**src/rtl/mem_arb_pkg.sv**
```systemverilog
// Shared types and constants for the unified-memory arbiter.
package mem_arb_pkg;

    // Arbiter FSM states
    typedef enum logic [2:0] {
        IDLE   = 3'd0,
        BUSY_I = 3'd1,
        BUSY_D = 3'd2,
        RESP_I = 3'd3,
        RESP_D = 3'd4
    } state_t;

    // Grant source: which requester owns the current access
    typedef enum logic {
        SRC_I = 1'b0,
        SRC_D = 1'b1
    } src_t;

    // Read data returned when the watchdog aborts an access
    localparam logic [31:0] ERR_DATA_DEFAULT = 32'hDEADBEEF;

endpackage

```
**src/rtl/mem_arb_watchdog.sv**
```systemverilog
// Wait-cycle counter for the arbiter watchdog.
// tc is high in the MAX_WAIT-th consecutive enabled cycle after a clear.
module mem_arb_watchdog #(
    parameter int unsigned MAX_WAIT = 15
) (
    input  logic clk,
    input  logic rst,
    input  logic clr,
    input  logic en,
    output logic tc
);

    localparam logic [7:0] TC_VALUE = 8'(MAX_WAIT - 1);

    logic [7:0] count;

    assign tc = en && (count == TC_VALUE);

    // Count enabled cycles; hold at terminal count, clear on clr or rst
    always_ff @(posedge clk) begin
        if (rst || clr) begin
            count <= '0;
        end else if (en && !tc) begin
            count <= count + 8'd1;
        end
    end

endmodule

```
**src/rtl/mem_arbiter.sv**
```systemverilog
// Fixed-priority arbiter sharing one single-port, variable-latency memory
// between the instruction-fetch port and the data port (data wins).
// Optional macro MEM_ARB_PERF_EN adds saturating stall-cycle counters.
module mem_arbiter
    import mem_arb_pkg::*;
#(
    parameter int unsigned MAX_WAIT = 15,
    parameter logic [31:0] ERR_DATA = ERR_DATA_DEFAULT
) (
    input  logic        clk,
    input  logic        rst,
    input  logic        global_en,
    input  logic        if_req,
    input  logic [31:0] if_addr,
    output logic [31:0] if_rdata,
    output logic        if_ready,
    output logic        if_stall,
    input  logic        d_req,
    input  logic        d_we,
    input  logic [31:0] d_addr,
    input  logic [31:0] d_wdata,
    output logic [31:0] d_rdata,
    output logic        d_ready,
    output logic        d_stall,
    output logic        mem_req,
    output logic        mem_we,
    output logic [31:0] mem_addr,
    output logic [31:0] mem_wdata,
    input  logic [31:0] mem_rdata,
    input  logic        mem_ack,
    output logic        arb_err
`ifdef MEM_ARB_PERF_EN
    ,
    output logic [31:0] perf_if_wait,
    output logic [31:0] perf_d_wait
`endif
);

    state_t      state;
    logic [31:0] addr_q;
    logic [31:0] wdata_q;
    logic        we_q;
    logic        busy;
    logic        wd_tc;
    src_t        grant_src;
    src_t        busy_src;

    assign busy      = (state == BUSY_I) || (state == BUSY_D);
    assign grant_src = d_req ? SRC_D : SRC_I;
    assign busy_src  = (state == BUSY_D) ? SRC_D : SRC_I;

    assign mem_addr  = addr_q;
    assign mem_wdata = wdata_q;
    assign mem_we    = we_q & mem_req;

    assign if_stall  = if_req & ~if_ready;
    assign d_stall   = d_req & ~d_ready;

    mem_arb_watchdog #(
        .MAX_WAIT(MAX_WAIT)
    ) u_watchdog (
        .clk(clk),
        .rst(rst),
        .clr(~busy),
        .en (busy),
        .tc (wd_tc)
    );

    // Arbitration FSM with registered memory-side and requester-side outputs
    always_ff @(posedge clk) begin
        if (rst) begin
            state    <= IDLE;
            mem_req  <= 1'b0;
            addr_q   <= '0;
            wdata_q  <= '0;
            we_q     <= 1'b0;
            if_rdata <= '0;
            d_rdata  <= '0;
            if_ready <= 1'b0;
            d_ready  <= 1'b0;
            arb_err  <= 1'b0;
        end else begin
            case (state)
                IDLE: begin
                    if (global_en && (d_req || if_req)) begin
                        mem_req <= 1'b1;
                        if (grant_src == SRC_D) begin
                            state   <= BUSY_D;
                            addr_q  <= d_addr;
                            we_q    <= d_we;
                            wdata_q <= d_wdata;
                        end else begin
                            state   <= BUSY_I;
                            addr_q  <= if_addr;
                            we_q    <= 1'b0;
                            wdata_q <= '0;
                        end
                    end
                end
                BUSY_I, BUSY_D: begin
                    // An ack in the terminal-count cycle still completes normally
                    if (mem_ack || wd_tc) begin
                        mem_req <= 1'b0;
                        if (busy_src == SRC_D) begin
                            state   <= RESP_D;
                            d_ready <= 1'b1;
                        end else begin
                            state    <= RESP_I;
                            if_ready <= 1'b1;
                        end
                        if (mem_ack) begin
                            if (busy_src == SRC_I) begin
                                if_rdata <= mem_rdata;
                            end else if (!we_q) begin
                                d_rdata <= mem_rdata;
                            end
                        end else begin
                            arb_err <= 1'b1;
                            if (busy_src == SRC_I) begin
                                if_rdata <= ERR_DATA;
                            end else begin
                                d_rdata <= ERR_DATA;
                            end
                        end
                    end
                end
                RESP_I, RESP_D: begin
                    if (global_en) begin
                        state    <= IDLE;
                        if_ready <= 1'b0;
                        d_ready  <= 1'b0;
                    end
                end
                default: begin
                    state <= IDLE;
                end
            endcase
        end
    end

`ifdef MEM_ARB_PERF_EN
    // Saturating counts of cycles each requester spends stalled
    always_ff @(posedge clk) begin
        if (rst) begin
            perf_if_wait <= '0;
            perf_d_wait  <= '0;
        end else begin
            if (if_stall && (perf_if_wait != '1)) begin
                perf_if_wait <= perf_if_wait + 32'd1;
            end
            if (d_stall && (perf_d_wait != '1)) begin
                perf_d_wait <= perf_d_wait + 32'd1;
            end
        end
    end
`endif

endmodule
```
**config.mk**
```make
export PLATFORM = sky130hd
export DESIGN_NAME = mem_arbiter
export DESIGN_NICKNAME = d
export VERILOG_FILES = /design/src/rtl/mem_arb_pkg.sv /design/src/rtl/mem_arb_watchdog.sv /design/src/rtl/mem_arbiter.sv
export SDC_FILE = /design/constraint.sdc
export NUM_CORES = 1
export LEC_CHECK = 0
export ABC_AREA = 1
export BUFFER_PORTS_ARGS = -buffer_cell sky130_fd_sc_hd__buf_2
export CAP_MARGIN = 20
export CORE_MARGIN = 2
export CORE_UTILIZATION = 25
export DETAILED_ROUTE_END_ITERATION = 7
export SLEW_MARGIN = 20
export SYNTH_ARGS = -nofsm -noshare
export SYNTH_HDL_FRONTEND = slang
export SYNTH_SLANG_ARGS = --single-unit
```
**constraint.sdc**
```tcl
create_clock -name clk -period 1.4 [get_ports clk]
set_input_delay 0.07 -clock clk [delete_from_list [all_inputs] [get_ports clk]]
set_output_delay 0.07 -clock clk [all_outputs]
set_load 0.01 [all_outputs]
```
==> metrics <==
vias in the first global route=between 6,000 and 7,000; reg-to-reg critical path endpoint=d_rdata[29]$_SDFFE_PP0P_; Place WS=-0.08637 ns; WP depth=10; Synth cell types=34; CTS clk-pin slew, worst paths=about 0.070 ns; fin crit period=between 1 and 1.5 ns; drt initial violations=~410; number of enable flip-flop cells after synthesis=0; top cells by count, synth=nand2_1 (167), dfxtp_1 (144), a21oi_1 (88), inv_1 (73), o21ai_0 (62); syn nets=between 900 and 1,000; hold slack=between 0.02 and 0.025 ns; critical path class=register to register; Cell Chain, Critical Path=inv_2 -> ha_4 -> nand2_4 -> nor2_4 -> nand2_4 -> nand2_8 -> nand2_8 -> buf_12 -> nand2_4 -> a21oi_2; number of synthesized register bits=between 100 and 150; WP data arrival=approximately 1.7 ns; worst-skew pair later-pin latency=between 0.4 and 0.5 ns; family with the most delay on the worst path=simple AND/OR/NAND/NOR gates; max cap viols=0; placed inst area=0.007939 mm2; violated checks=negative setup slack; final instance area=approximately 0.010 mm2; Power Internal=about 0.010 W; final WL=about 23,000 um; reg2reg start=u_watchdog.count[0]$_SDFFE_PP0P_; final setup skew=between 0.007 and 0.008 ns; root buf cell=clkbuf_16; Initial Util=0.2556; Ports=270; status=finished with violations; Critical Path Sink Type=register; Seq pwr share=0.339; final hold vios=0; largest net degree at the start of global routing=68; crit start category=register; CP startpoint=u_watchdog.count[0]$_SDFFE_PP0P_; Residual DRC=0; Pins Over Slew Limit=0; Crit path required time=between 1.5 and 2 ns; Synth Cell Area=just over 0.006 mm2; yosys warns=0; DR pass1 iterations=5; hold depth=5; leakage power=4.575 nW; core area=between 0.02 and 0.025 mm2; P_sw=a little under 0.006 W; f_max=around 700 MHz; drt wl/cell=14.95 um; CP Capture Point=d_rdata[29]$_SDFFE_PP0P_; DIE HEIGHT=159.4 um; Num CTS Buffers=17; nets@finish=roughly 1,300; vias per cell=4.541; first-pass GRT wire length=between 30,000 and 40,000 um; Detailed Place HPWL=13,940 um; Final ANT Viol Nets=0; Comb power frac=0.374; Worst Path Buf+Inv=2; Tightest Pin Transition=between 0.6 and 0.7 ns; Register-to-Register Setup Slack=-0.01 ns; H-tree depth=4; Largest stage delay, worst path=between 0.3 and 0.4 ns; Synth Instances=779; area grow syn2layout=71.20%; clock tree buffer depth=2; register area=~0.0029 mm2; FF-to-FF path depth=10; GRT overflow=0; Multi-input gate area=about 0.0029 mm2; crit path max-delay cell type=dfxtp_2; initial antenna violation count=2; RD Place Congestion=~0.8; Clk pwr share=0.287; min-delay worst type=primary input to register; # fillers=approximately 2,300; Chip Width=between 150 and 200 um; sequential share of the synthesized area=0.4777; via count=about 6,900; Yosys top cell by area=dfxtp_1; total global-route track usage=0.1693; setup_tns=-0.03703 ns; Synth top area share=0.4777; layout cells sized above 1=0.4274; Sink Count=~140; leading register cell type out of synthesis=dfxtp_1; Final period util=1.007; power per cell area=about 1600 mW/mm2; IO Port Bufs=around 270; Die ar.=approximately 0.025 mm2; worst setup margin=-0.01044 ns; # rows=between 50 and 60; setup repair after global routing missed its margin=true; CTS tree=built; Setup Viol. Count Final=5; Crit path top cell by count=nand2_4; Avg Cell Area, Syn=7.747 um2; top-count cell post-synth=nand2_1; post-synthesis async set-or-reset flop share=0; Worst Path Max Fanout=6; synth top area cells=dfxtp_1 (48%), nand2_1 (10%), a21oi_1 (7.3%), o21ai_0 (5.1%), inv_1 (4.5%); Sw Share=0.3610; Worst VDD drop=about 700 uV; Max-Slew Margin vs Limit=0.5875
## kinds of logic (layout without fill, tap and decap cells)
group,Yosys count,count (layout),share of synthesized area
compound gates,225,225,0.2086
xor+xnor,3,3,0.004355
fa+ha+maj,2,2,0.004146
buf+inv,132,550,0.09807
flops,144,144,0.4777
other cells,0,2,0
simple gates,273,274,0.2071
## worst min-delay path by stage
stage | endpoint | startpoint
global route | d_rdata[28]$_SDFFE_PP0P_ | mem_rdata[28]
global placement | mem_addr[30]$_SDFFE_PP0P_ | d_addr[30]
detailed placement | mem_wdata[16]$_SDFFE_PP0P_ | d_wdata[16]
floorplan | if_stall | if_req
finish | d_rdata[20]$_SDFFE_PP0P_ | mem_rdata[20]
CTS | d_rdata[9]$_SDFFE_PP0P_ | mem_rdata[9]
## power by group through the flow
stage          sequential [W]  combinational [W]  clock, W
6_report              0.00546            0.00603   0.00463
3_3_place_gp          0.00547            0.00451         0
5_1_grt               0.00557            0.00649   0.00497
2_1_floorplan         0.00581            0.00221         0
3_5_place_dp          0.00547            0.00457         0
4_1_cts               0.00539            0.00508   0.00477
## flip-flops by register name, indices dropped and copies added (netlist names)
signal,count
u_watchdog.count,8
mem_addr,32
d_ready,1
mem_req,1
d_rdata,32
state,3
mem_wdata,32
if_ready,1
we_q,1
if_rdata,32
arb_err,1
## cell usage in the layout (no fill, tap or decap), types with 4 or more instances in the layout
master	instances
nand3_2	4
dfxtp_2	5
o21ai_2	8
clkbuf_16	21
nand2_1	152
nor2_1	18
buf_2	269
o21ai_1	37
a21oi_2	56
or2_2	24
dfxtp_1	138
dlygate4sd3_1	105
nand2_8	4
buf_12	15
o21ai_0	38
a21oi_1	52
nor2_4	4
a31oi_1	32
inv_1	66
buf_6	8
buf_4	33
inv_2	8
nand2_2	12
nand4_1	5
inv_8	5
nand2_4	11
nand3_1	35
inv_6	5
## worst reg2reg max path, stage by stage (launching register included)
cell and delay (ns):
dfxtp_2 0.32, inv_2 0.07, ha_4 0.14, nand2_4 0.05, nor2_4 0.15, nand2_4 0.09, nand2_8 0.12, nand2_8 0.08
buf_12 0.15, nand2_4 0.05, a21oi_2 0.04
## stage by stage
stage	cells	total power [W]	util
5_1_grt	1518	0.01703	0.4374
6_report	1519	0.01612	0.4375
4_1_cts	1500	0.01524	0.4119
3_3_place_gp	1358	0.009982	0.3362
2_1_floorplan	779	0.008025	-
3_5_place_dp	1358	0.01003	0.3362
## cell type report
cell class                      count  area share
Multi-Input combinational cell    504      0.2815
Clock buffer                       17     0.04118
Clock inverter                     15     0.01659
Tap cell                          319     0.03863
Inverter                           80     0.03112
Antenna cell                        2   0.0004844
Timing Repair Buffer              438      0.3105
Sequential cell                   144      0.2800
## metal layers
| metal | global-route usage | vias up | share of wire |
|---|---|---|---|
| met5 | 0 | - | 0 |
| met4 | 0.05661 | 0 | 0.023 |
| met3 | 0.05210 | 38 | 0.081 |
| met2 | 0.2903 | 325 | 0.48 |
| met1 | 0.2013 | 3162 | 0.42 |
| li1 | - | 3373 | - |
## what timing repair did
item,CTS,global route
hold buffers,105,0
cloned,1,5
setup endpoints to repair,105,132
pin swaps,1,13
endpoints found under the hold margin,79,0
setup buffers,4,12
gates resized for setup,14,126
(Power assumes the default switching activity.)
